===== src/rtl/caxi4interconnect_pkg.sv =====
// Shared AXI4 interconnect definitions: response codes and decode-error responder FSM encodings.
package caxi4interconnect_pkg;

  localparam logic [1:0] RESP_DECERR = 2'b11;

  typedef enum logic [1:0] {
    W_IDLE = 2'd0,
    W_DATA = 2'd1,
    W_RESP = 2'd2
  } wr_state_e;

  typedef enum logic {
    R_IDLE = 1'b0,
    R_DATA = 1'b1
  } rd_state_e;

endpackage


===== src/rtl/caxi4interconnect_decode_error_read_channel.sv =====
// AR/R half of the decode-error responder: one burst at a time, ARLEN+1 DECERR beats.
// First beat one cycle after AR; RREADY low holds every R output stable.
module caxi4interconnect_decode_error_read_channel #(
  parameter int ID_WIDTH = 4
) (
  input  logic                clk,
  input  logic                rst,
  input  logic [ID_WIDTH-1:0] arid,
  input  logic [7:0]          arlen,
  input  logic                arvalid,
  output logic                arready,
  output logic [ID_WIDTH-1:0] rid,
  output logic [1:0]          rresp,
  output logic                rlast,
  output logic                rvalid,
  input  logic                rready
);
  import caxi4interconnect_pkg::*;

  rd_state_e           state_q, state_d;
  logic                arready_q, arready_d;
  logic                rvalid_q, rvalid_d;
  logic                rlast_q, rlast_d;
  logic [1:0]          rresp_q, rresp_d;
  logic [ID_WIDTH-1:0] rid_q, rid_d;
  logic [7:0]          cnt_q, cnt_d;

  always_comb begin
    state_d   = state_q;
    arready_d = arready_q;
    rvalid_d  = rvalid_q;
    rlast_d   = rlast_q;
    rresp_d   = rresp_q;
    rid_d     = rid_q;
    cnt_d     = cnt_q;
    case (state_q)
      R_IDLE: begin
        arready_d = 1'b1;
        if (arvalid && arready_q) begin
          rid_d     = arid;
          cnt_d     = arlen;
          arready_d = 1'b0;
          rvalid_d  = 1'b1;
          rresp_d   = RESP_DECERR;
          rlast_d   = (arlen == 8'd0);
          state_d   = R_DATA;
        end
      end
      R_DATA: begin
        if (rvalid_q && rready) begin
          if (rlast_q) begin
            rvalid_d  = 1'b0;
            rlast_d   = 1'b0;
            rresp_d   = 2'b00;
            arready_d = 1'b1;
            state_d   = R_IDLE;
          end else begin
            // RLAST is registered, so it must reflect the count after this decrement
            cnt_d   = cnt_q - 8'd1;
            rlast_d = (cnt_q == 8'd1);
          end
        end
      end
      default: state_d = R_IDLE;
    endcase
  end

  always_ff @(posedge clk) begin
    if (rst) begin
      state_q   <= R_IDLE;
      arready_q <= 1'b0;
      rvalid_q  <= 1'b0;
      rlast_q   <= 1'b0;
      rresp_q   <= 2'b00;
      rid_q     <= '0;
      cnt_q     <= 8'd0;
    end else begin
      state_q   <= state_d;
      arready_q <= arready_d;
      rvalid_q  <= rvalid_d;
      rlast_q   <= rlast_d;
      rresp_q   <= rresp_d;
      rid_q     <= rid_d;
      cnt_q     <= cnt_d;
    end
  end

  assign arready = arready_q;
  assign rvalid  = rvalid_q;
  assign rlast   = rlast_q;
  assign rresp   = rresp_q;
  assign rid     = rid_q;

endmodule


===== src/rtl/caxi4interconnect_decode_error_responder.sv =====
// AXI4 terminator for unmapped addresses: sinks W beats to WLAST, answers B/R with DECERR.
// One outstanding burst per direction; B/R outputs hold stable while BREADY/RREADY are low.
module caxi4interconnect_decode_error_responder #(
  parameter int ID_WIDTH   = 4,
  parameter int DATA_WIDTH = 64,
  parameter int USER_WIDTH = 1
) (
  input  logic                  ACLK,
  input  logic                  sysReset,
  input  logic [ID_WIDTH-1:0]   AWID,
  input  logic                  AWVALID,
  output logic                  AWREADY,
  input  logic                  WLAST,
  input  logic                  WVALID,
  output logic                  WREADY,
  output logic [ID_WIDTH-1:0]   BID,
  output logic [1:0]            BRESP,
  output logic [USER_WIDTH-1:0] BUSER,
  output logic                  BVALID,
  input  logic                  BREADY,
  input  logic [ID_WIDTH-1:0]   ARID,
  input  logic [7:0]            ARLEN,
  input  logic                  ARVALID,
  output logic                  ARREADY,
  output logic [ID_WIDTH-1:0]   RID,
  output logic [DATA_WIDTH-1:0] RDATA,
  output logic [1:0]            RRESP,
  output logic                  RLAST,
  output logic [USER_WIDTH-1:0] RUSER,
  output logic                  RVALID,
  input  logic                  RREADY
);
  import caxi4interconnect_pkg::*;

  wr_state_e           wstate_q, wstate_d;
  logic                awready_q, awready_d;
  logic                wready_q, wready_d;
  logic                bvalid_q, bvalid_d;
  logic [1:0]          bresp_q, bresp_d;
  logic [ID_WIDTH-1:0] bid_q, bid_d;

  always_comb begin
    wstate_d  = wstate_q;
    awready_d = awready_q;
    wready_d  = wready_q;
    bvalid_d  = bvalid_q;
    bresp_d   = bresp_q;
    bid_d     = bid_q;
    case (wstate_q)
      W_IDLE: begin
        awready_d = 1'b1;
        if (AWVALID && awready_q) begin
          bid_d     = AWID;
          awready_d = 1'b0;
          wready_d  = 1'b1;
          wstate_d  = W_DATA;
        end
      end
      W_DATA: begin
        // Burst length comes from WLAST alone; AWLEN is never seen here
        if (WVALID && wready_q && WLAST) begin
          wready_d = 1'b0;
          bvalid_d = 1'b1;
          bresp_d  = RESP_DECERR;
          wstate_d = W_RESP;
        end
      end
      W_RESP: begin
        if (bvalid_q && BREADY) begin
          bvalid_d  = 1'b0;
          bresp_d   = 2'b00;
          awready_d = 1'b1;
          wstate_d  = W_IDLE;
        end
      end
      default: wstate_d = W_IDLE;
    endcase
  end

  always_ff @(posedge ACLK) begin
    if (sysReset) begin
      wstate_q  <= W_IDLE;
      awready_q <= 1'b0;
      wready_q  <= 1'b0;
      bvalid_q  <= 1'b0;
      bresp_q   <= 2'b00;
      bid_q     <= '0;
    end else begin
      wstate_q  <= wstate_d;
      awready_q <= awready_d;
      wready_q  <= wready_d;
      bvalid_q  <= bvalid_d;
      bresp_q   <= bresp_d;
      bid_q     <= bid_d;
    end
  end

  assign AWREADY = awready_q;
  assign WREADY  = wready_q;
  assign BVALID  = bvalid_q;
  assign BRESP   = bresp_q;
  assign BID     = bid_q;
  assign BUSER   = '0;
  assign RDATA   = '0;
  assign RUSER   = '0;

  caxi4interconnect_decode_error_read_channel #(
    .ID_WIDTH (ID_WIDTH)
  ) u_read_channel (
    .clk     (ACLK),
    .rst     (sysReset),
    .arid    (ARID),
    .arlen   (ARLEN),
    .arvalid (ARVALID),
    .arready (ARREADY),
    .rid     (RID),
    .rresp   (RRESP),
    .rlast   (RLAST),
    .rvalid  (RVALID),
    .rready  (RREADY)
  );

endmodule


===== config.mk =====
export PLATFORM = sky130hd
export DESIGN_NAME = caxi4interconnect_decode_error_responder
export DESIGN_NICKNAME = d
export VERILOG_FILES = /design/src/rtl/caxi4interconnect_pkg.sv /design/src/rtl/caxi4interconnect_decode_error_read_channel.sv /design/src/rtl/caxi4interconnect_decode_error_responder.sv
export SDC_FILE = /design/constraint.sdc
export NUM_CORES = 1
export LEC_CHECK = 0
export ABC_AREA = 1
export BUFFER_PORTS_ARGS = -buffer_cell sky130_fd_sc_hd__buf_2
export CAP_MARGIN = 0
export CORE_ASPECT_RATIO = 0.8
export CORE_UTILIZATION = 45
export CTS_BUF_LIST = sky130_fd_sc_hd__clkbuf_8
export CTS_CLUSTER_DIAMETER = 100
export CTS_CLUSTER_SIZE = 40
export DETAILED_ROUTE_END_ITERATION = 8
export PLACE_DENSITY = 0.83
export SLEW_MARGIN = 0
export SYNTH_ARGS = -nofsm -noshare
export SYNTH_HDL_FRONTEND = slang
export SYNTH_HIERARCHICAL = 1
export SYNTH_SLANG_ARGS = --single-unit

===== constraint.sdc =====
create_clock -name ACLK -period 1.4 [get_ports ACLK]
set_input_delay 0 -clock ACLK [delete_from_list [all_inputs] [get_ports ACLK]]
set_output_delay 0 -clock ACLK [all_outputs]
set_load 0.05 [all_outputs]

### Yosys cells after proc, flatten, opt, wreduce, memory -nomap -nowiden

Cells that the tools add are included.

| storage, ports and cells | value |
|---|---|
| register bits after elaboration | 29 |
| bits in latches | 0 |
| bits in writable memories | 0 |
| memory bits (read-only) | 0 |
| output and inout bits | 84 |
| word-level logic and storage cells | 85 |
| memories kept | 0 |

| cells by class | value |
|---|---|
| $add $sub $neg | 1 |
| multipliers | 0 |
| divide/modulo/power cells | 0 |
| order comparisons | 0 |
| equal/unequal tests | 10 |
| shift-type cells | 0 |
| muxes and demuxes | 39 |
| bitwise operators | 1 |
| reduce and logical (&&, ||, !) cells | 21 |

Operator list:

| kind | number |
|---|---|
| 8-bit two-way mux | 3 |
| 1-bit two-way mux | 18 |
| 8-bit one-hot mux with 2 select lines | 1 |
| 3-bit AND reduction | 5 |
| 2-bit two-way mux | 7 |
| 1-bit one-hot mux with 2 select lines | 7 |
| 2-bit inequality test, second input constant | 6 |
| 2-bit AND reduction | 5 |
| 8-bit by 1-bit equality test with 1-bit output, second input constant | 1 |
| 8-bit zero test | 1 |
| 2-bit one-hot mux with 2 select lines | 2 |
| 8-bit by 1-bit subtractor with 8-bit output, second input constant | 1 |
| 1-bit logical AND | 6 |
| 2-bit one-hot mux with 3 select lines | 1 |
| 2-bit nonzero test | 3 |
| 2-bit by 1-bit equality test with 1-bit output, second input constant | 1 |
| 2-bit equality test, second input constant | 1 |
| 2-bit zero test | 1 |
| 2-bit by 1-bit inequality test with 1-bit output, second input constant | 1 |
| 1-bit inverter | 1 |

### Logic depth before layout (Yosys ltp)

Gate-level depths: netlist of the first run.

| logic depth | value |
|---|---|
| word-level depth | 4 |
| mapped depth | 9 |

### Cells and area by module

The synthesis of the first run kept the hierarchy.

Modules (own cells, without submodules):

| module | times used | cells an instance | area each (um^2) |
|---|---|---|---|
| caxi4interconnect_decode_error_read_channel | 1 | 131 | 892.1 |
| caxi4interconnect_decode_error_responder | 1 | 117 | 868.3 |

### Least setup slack after synthesis of the first run

OpenSTA, ideal clock, no wires.

| timing | value |
|---|---|
| path type | reg-to-reg |
| start | reg, netlist name u_read_channel/rresp[0] |
| end | reg u_read_channel.cnt_q[4] |
| library setup time | 119 ps |
| arrival | 1293 ps |
| data required time | 1281 ps |
| setup slack | -12 ps |
| stages on the path, launching flop included | 8 |
| cells stage by stage | dfxtp_1 -> nand2_1 -> nand2_1 -> nand2_2 -> nand2_4 -> o21ai_1 -> o21ai_0 -> a21oi_1 |

RTL lines:

| item | line | source |
|---|---|---|
| end signal: assignment | caxi4interconnect_decode_error_read_channel.sv:84 | `cnt_q <= cnt_d;` |
| end: declaration | caxi4interconnect_decode_error_read_channel.sv:26 | `logic [7:0] cnt_q, cnt_d;` |

### Worst setup path in the final report of the first run

| timing | value |
|---|---|
| start | reg u_read_channel.cnt_q[0] |
| end | reg u_read_channel.cnt_q[4] |

| between the ends | value |
|---|---|
| longest elaborated chain between the ends | 4 |

RTL lines:

| item | line | source |
|---|---|---|
| 8-bit by 1-bit subtractor with 8-bit output | caxi4interconnect_decode_error_read_channel.sv:59 | `cnt_d = cnt_q - 8'd1;` |
| 8-bit two-way mux | caxi4interconnect_decode_error_read_channel.sv:51 | `if (rlast_q) begin` |
| 8-bit two-way mux | caxi4interconnect_decode_error_read_channel.sv:50 | `if (rvalid_q && rready) begin` |
| 8-bit one-hot mux with 2 select lines | caxi4interconnect_decode_error_read_channel.sv:36 | `case (state_q)` |

No other way between the ends. The select of a mux whose other input is x is not followed.
A chain may end at the register's enable or synchronous reset.

==> results of run 1 <==
## logic make-up after synthesis
logic type                 Yosys count
buffers and inverters               95
and+or+nand+nor                     82
other                                1
adders and majority gates            2
AOI/OAI and AO/OA                   43
DFF                                 25
## routing by layer
layer	up-vias	track usage, %	part of all wire (%)
met2	76	28.30	48
li1	745	-	-
met1	636	19.83	44
met5	-	0	0
met4	0	6.723	2.2
met3	6	3.130	6.6
## cell usage in the layout, fill, tap and decap left out, types with 7 or more instances in the layout
cell type      count
conb_1            66
buf_2             41
nor2_1            29
nand2_1           27
dfxtp_1           24
o21ai_0           23
inv_1             21
a21oi_1           15
nand3_1           10
dlygate4sd3_1      7
## through the flow
stage,cell area (sq um),instances,util [%],hold WS [ns]
2_1_floorplan,2006,313,-,0.06165
3_5_place_dp,1742,335,48.52,0.2567
6_report,1859,346,51.80,0.001865
5_1_grt,1859,346,51.80,0.02461
4_1_cts,1857,346,51.73,0.001568
3_3_place_gp,1742,335,48.52,0.2520
## power by group through the flow
stage,Sequential [W],Combinational (W),Clock (W)
2_1_floorplan,0.00113,0.00123,0
3_3_place_gp,0.000968,0.00146,0
3_5_place_dp,0.000974,0.00147,0
4_1_cts,0.000957,0.00150,0.000439
5_1_grt,0.000976,0.00165,0.000459
6_report,0.000961,0.00151,0.000426
## final cells by class
type,count,area (sq um)
sequential,25,501.7
clock buffer,3,41.29
timing repair buffer,49,282.8
tap,52,65.06
inverter,23,92.59
multi-input combinational,193,872.1
clock inverter,1,3.754
fill,375,1730
## worst register-to-register path: stages (launching register included)
cell and delay [ns]:
dfxtp_1 0.38, inv_1 0.09, ha_1 0.21, inv_1 0.09, nor3_1 0.05, o21ai_1 0.15
o21ai_0 0.09, a21oi_1 0.15
## state kept, by name, summed over array words and instances, names as in the netlist
| register | cells |
|---|---|
| wstate_q | 2 |
| u_read_channel/state_q | 1 |
| u_read_channel/rid | 4 |
| u_read_channel/cnt_q | 8 |
| u_read_channel/rlast | 1 |
| u_read_channel/arready | 1 |
| BRESP | 1 |
| BID | 4 |
| u_read_channel/rresp | 1 |
| WREADY | 1 |
| AWREADY | 1 |
## worst min-delay path by stage
stage / endpoint / cells after the start / slack [ns]
after global routing: u_read_channel/cnt_q[2] / 3 / 0.02
final: u_read_channel/rid[2] / 3 / 0.002
after CTS: u_read_channel/cnt_q[2] / 3 / 0.002
after detailed placement: BID[1] / 3 / 0.26
after global placement: BID[2] / 3 / 0.25
after floorplan: u_read_channel/rresp[0] / 1 / 0.06
## what timing repair did
item                                    4_1_cts  5_1_grt
hold buffers                                  7        0
gates resized for setup                       0        1
endpoints found under the hold margin         7        0
endpoints found under the setup margin        0        1
==> results.md, run 1 <==
- Clock Tree Buf Depth: 2
- CP startpoint kind: register
- Peak fanout along the critical path: 4
- Post-CTS Setup Bufs: 0
- Synth Area in Adders: under 10%
- Starting density of the core: 49.04%
- TritonCTS buffer count: 3
- Tcrit/Tclk final: 91.39%
- Skew final: 0.002021 ns
- Reg-to-Reg End: u_read_channel/cnt_q[4]
- Cells after synthesis: 248
- Drt drc: 0
- Hold path startpoint: ARID[2]
- Synth Area in Compound Gates: about 13%
- Internal: roughly 0.0014 W
- Register-to-Register Path Depth: 7
- Syn_area_per_cell: between 7 and 8 sq um
- First-pass GRT wire length: 5278 microns
- Vias per std cell: between 4 and 5
- Comb pwr share: ~52%
- Reg-to-Reg Start: u_read_channel/cnt_q[0]
- Antenna viol nets, final: 0
- Setup Viol. Count Final: 0
- Synth area leader: buf_4
- Mux contribution to synthesized area: 0%
- PortBufs: slightly above 40
- Worst-Skew Late Latency: approximately 0.27 ns
- Root Buffer: clkbuf_8
- Worst IR Drop VDD: a little over 0.6 mV
- Seq pwr share: 33.1%
- CP required: roughly 1.6 ns
- Largest family of logic cells by synthesized area: buffers and inverters
- Setup TNS: 0 ns
- Share of layout cells above drive strength 1: between 20% and 30%
- Grt ovf: 0
- H-tree depth: 1
- CP max stage delay: roughly 0.38 ns
- Seq cells post-synth: 25
- Combined buffer and inverter count along the critical path: 2
- Post-synthesis sequential area ratio: 28.43%
- Crit path from: u_read_channel/cnt_q[0]
- Top post-synthesis cells by count: buf_4, nor2_1, nand2_1
- YS warnings: 6
- GRT Total Usage: approximately 16%
- CP delay by family, top: compound AO/OA/AOI/OAI gates
- Core area: between 3000 and 4000 sq um
- Most frequent cell after synthesis: buf_4
- Row count: 19
- Final min period: 1.279 ns
- Post-synthesis xor/xnor area fraction: 0%
- Crit path top cell by count: inv_1
- # IOs: ~110
- GP Congestion: approximately 0.86
- Final WL: approximately 3300 microns
- Hold crit path type: input pin to register
- CTS tree: yes
- Area grow syn2layout: 5.615%
- Number of synthesized flops with an enable pin: 0
- CP arrival: roughly 1.5 ns
- Critical Path, Cell by Cell: inv_1 > ha_1 > inv_1 > nor3_1 > o21ai_1 > o21ai_0 > a21oi_1
- Clock Sinks: 25
- Die Wd: approximately 70 microns
- Synth area leaders: buf_4, dfxtp_1, o21ai_0, nor2_1, nand2_1
- Status: finished clean
- Unrepaired setup endpoints after global routing: false
- Final WS setup: ~0.12 ns
- Initial antenna violation count: 0
- DP Wirelength: about 2500 microns
- Final slew viol count: 0
- Final Power: 0.002901 W
- Synth top area share: approximately 30%
- Crit path to: u_read_channel/cnt_q[4]
- Pleak: slightly below 1 nW
- Synth Cell Area: 1760 sq um
- Clock-pin slew on the worst setup and hold paths: 0.09 ns
- Sw Ratio: 51.86%
- Iteration-0 DRC Markers: 66
- CP Class: register to register
- Dpl ws: about 0.17 ns
- Flop2flop setup slack: 0.12 ns
- Slowest stage cell, crit path: dfxtp_1
- Clock power share: between 10% and 20%
- Post-Synth Simple-Gate Area: a little over a fifth
- Asr flop ratio synth: 0%
- WP depth: 7
- # diodes: 0
- CP Capture Type: register
- Max Cap Viol: 0
- Die H: between 50 and 60 microns
- Avg WL per Cell: ~9.6 microns
- Library cells used by synthesis: 26
- Number of global-route vias before repair: about 1200
- Switch Pwr: ~0.0015 W
- Power Density: 1560 nW/um^2
- Ys flop type: dfxtp_1
- Full die area: approximately 4200 sq um
- FMAX: 781.6 MHz
- Final Hold Fails: 0
- Nets: roughly 320
- Vias: 1463
- Largest net degree at the start of global routing: 16
- Detailed Routing Iterations Pass 1: 4
Note: power is estimated with default switching activity, not from simulation.
==> run 2, diff against run 1 <==
- CORE_MARGIN: unset -> 2
- CORE_UTILIZATION: 45 -> 43
- CTS_BUF_LIST: sky130_fd_sc_hd__clkbuf_8 -> sky130_fd_sc_hd__clkbuf_16
- PLACE_DENSITY: 0.83 -> 0.8
==> results.md, run 2 (same netlist as run 1, synthesis figures left out) <==
- CP arrival: 1.38 ns (-0.10 ns)
- Crit path from: u_read_channel/cnt_q[0]
- CP startpoint kind: register
- Vias per std cell: 4.107 (-2.9%)
- Seq pwr share: 31.1% (-2.0 points)
- Pleak: 0.9895 nW (+0.29%)
- Drt drc: 0 (unchanged)
- Number of global-route vias before repair: 1163 (-6.7%)
- Root Buffer: clkbuf_16
- Largest net degree at the start of global routing: 16 (unchanged)
- Sw Ratio: 48.56% (-3.3 points)
- Slowest stage cell, crit path: dfxtp_1
- Clock Tree Buf Depth: 2 (unchanged)
- Die Wd: 75.54 microns (+5.0%)
- Power Density: 1660 nW/um^2 (+6.4%)
- Worst-Skew Late Latency: 0.25 ns (-0.02 ns)
- Setup Viol. Count Final: 0 (unchanged)
- Tcrit/Tclk final: 89.01% (-2.4 points)
- Critical Path, Cell by Cell: inv_1 > ha_1 > inv_1 > nor2_1 > nand3_1 > nand2_1 > nand3_1 > nand2_1 > a21oi_1
- Final slew viol count: 0 (unchanged)
- CP required: 1.54 ns (-0.06 ns)
- CP max stage delay: 0.33 ns (-0.05 ns)
- WP depth: 9 (+2)
- Internal: 0.001590 W (+14%)
- Avg WL per Cell: 9.104 microns (-5.0%)
- Max Cap Viol: 0 (unchanged)
- Combined buffer and inverter count along the critical path: 2 (unchanged)
- Final WL: 3150 microns (-5.0%)
- H-tree depth: 1 (unchanged)
- CP Capture Type: register
- Grt ovf: 0 (unchanged)
- CTS tree: yes
- # IOs: 108 (unchanged)
- Core area: 3854 sq um (+7.4%)
- GP Congestion: 0.9542 (+11%)
- Worst hold stages: 3 (unchanged)
- Antenna viol nets, final: 0 (unchanged)
- Area grow syn2layout: 5.757%
- PortBufs: 41 (unchanged)
- DP Wirelength: 2547 microns (+3.0%)
- Comb pwr share: 49.1% (-3.1 points)
- # diodes: 0 (unchanged)
- DP Cell Count: 339 (+1.2%)
- FMAX: 802.5 MHz (+2.7%)
- GRT Total Usage: 13.79% (-2.5 points)
- Row count: 20 (+1)
- Peak fanout along the critical path: 4 (unchanged)
- Full die area: 4625 sq um (+11%)
- TritonCTS buffer count: 3 (unchanged)
- Max reg flops: 8 (unchanged)
- Clock-pin slew on the worst setup and hold paths: 0.06 ns (-0.03 ns)
- Initial antenna violation count: 0 (unchanged)
- Nets: 318 (-0.93%)
- Share of layout cells above drive strength 1: 20.27% (+0.21 points)
- Vias: 1421 (-2.9%)
- Final min period: 1.246 ns (-0.03325 ns)
- Clock power share: 19.8% (+5.1 points)
- Detailed Routing Iterations Pass 1: 4 (unchanged)
- Status: finished clean
- Register-to-Register Path Depth: 9 (+2)
- Die H: 61.23 microns (+5.7%)
- Final std cells w/o fill: 346 (unchanged)
- Worst IR Drop VDD: 0.8298 mV (+37%)
- Most frequent cells in the layout: conb_1, buf_2, nor2_1
- Starting density of the core: 45.68% (-3.4 points)
- Reg-to-Reg Start: u_read_channel/cnt_q[0]
- Hold path startpoint: ARID[1]
- Setup TNS: 0 ns (unchanged)
- Post-cts resize count: 0 (unchanged)
- Iteration-0 DRC Markers: 66 (unchanged)
- CP Class: register to register
- Unrepaired setup endpoints after global routing: false
- Final Hold Fails: 0 (unchanged)
- Hold crit path type: input pin to register
- Switch Pwr: 0.001501 W (-0.25%)
- Commonest non-fill, non-tap cell in the layout: conb_1
- First-pass GRT wire length: 4899 microns (-7.2%)
- Skew final: 0.001845 ns (-0.0001752 ns)
- Clock Sinks: 25 (unchanged)
- CP delay by family, top: simple AND/OR/NAND/NOR gates
- Register with the most flip-flops: u_read_channel/cnt_q
==> run 2: what timing repair did <==
item | 4_1_cts | 5_1_grt
setup endpoints to repair | 0 | 0
setup buffers | 0 | 0
hold buffers | 3 | 0
endpoints found under the hold margin | 3 | 0
==> run 2: worst register-to-register path, stage by stage (launching register included) <==
cell,delay [ns]
dfxtp_1,0.33
inv_1,0.10
ha_1,0.17
inv_1,0.05
nor2_1,0.14
nand3_1,0.09
nand2_1,0.06
nand3_1,0.06
nand2_1,0.06
a21oi_1,0.06
==> run 2: layer usage <==
| layer | up-vias | global-route usage, % | routed length, microns | share of wire (%) |
|---|---|---|---|---|
| met4 | 0 | 4.511 | 52 | 1.7 |
| met5 | - | 0 | 0 | 0 |
| met3 | 4 | 3.764 | 275 | 8.7 |
| li1 | 739 | - | - | - |
| met2 | 66 | 23.60 | 1502 | 48 |
| met1 | 612 | 16.95 | 1320 | 42 |
==> run 2: path summary, 6_finish.rpt <==
path,slack [ns],endpoint
worst min-delay path,0.007,u_read_channel/rid[1]
worst min register to register,0.48,u_read_channel/rid[3]
worst max register to register,0.15,u_read_channel/cnt_q[6]
worst max-delay path,0.15,u_read_channel/cnt_q[6]
==> run 2: power by group through the flow <==
stage / Combinational [W] / Sequential (W) / Clock (W)
final: 0.00152 / 0.000961 / 0.000613
after global routing: 0.00167 / 0.000983 / 0.000660
after CTS: 0.00151 / 0.000962 / 0.000633
after detailed placement: 0.00150 / 0.000976 / 0
after global placement: 0.00149 / 0.000971 / 0
after floorplan: 0.00123 / 0.00113 / 0
==> run 2: cell type report <==
cell class,instances,area [sq um]
clock inverter,1,3.754
fill,399,1992
inverter,23,92.59
clock buffer,3,75.07
timing repair buffer,46,250.2
sequential,25,501.7
tap,55,68.82
multi-input combinational,193,869.6
==> run 2: through the flow <==
step / hold WS (ns) / worst slack (ns) / util, % / cell area (sq um) / total power (W)
final: 0.006556 / 0.1538 / 48.31 / 1862 / 0.003091
after detailed placement: 0.2623 / 0.1798 / 45.49 / 1753 / 0.002473
after floorplan: 0.06165 / 0.02582 / - / 2006 / 0.002365
after global placement: 0.2574 / 0.2244 / 45.49 / 1753 / 0.002457
after global routing: 0.02597 / 0.02087 / 48.31 / 1862 / 0.003313
after CTS: 0.0006322 / 0.1642 / 48.31 / 1862 / 0.003103
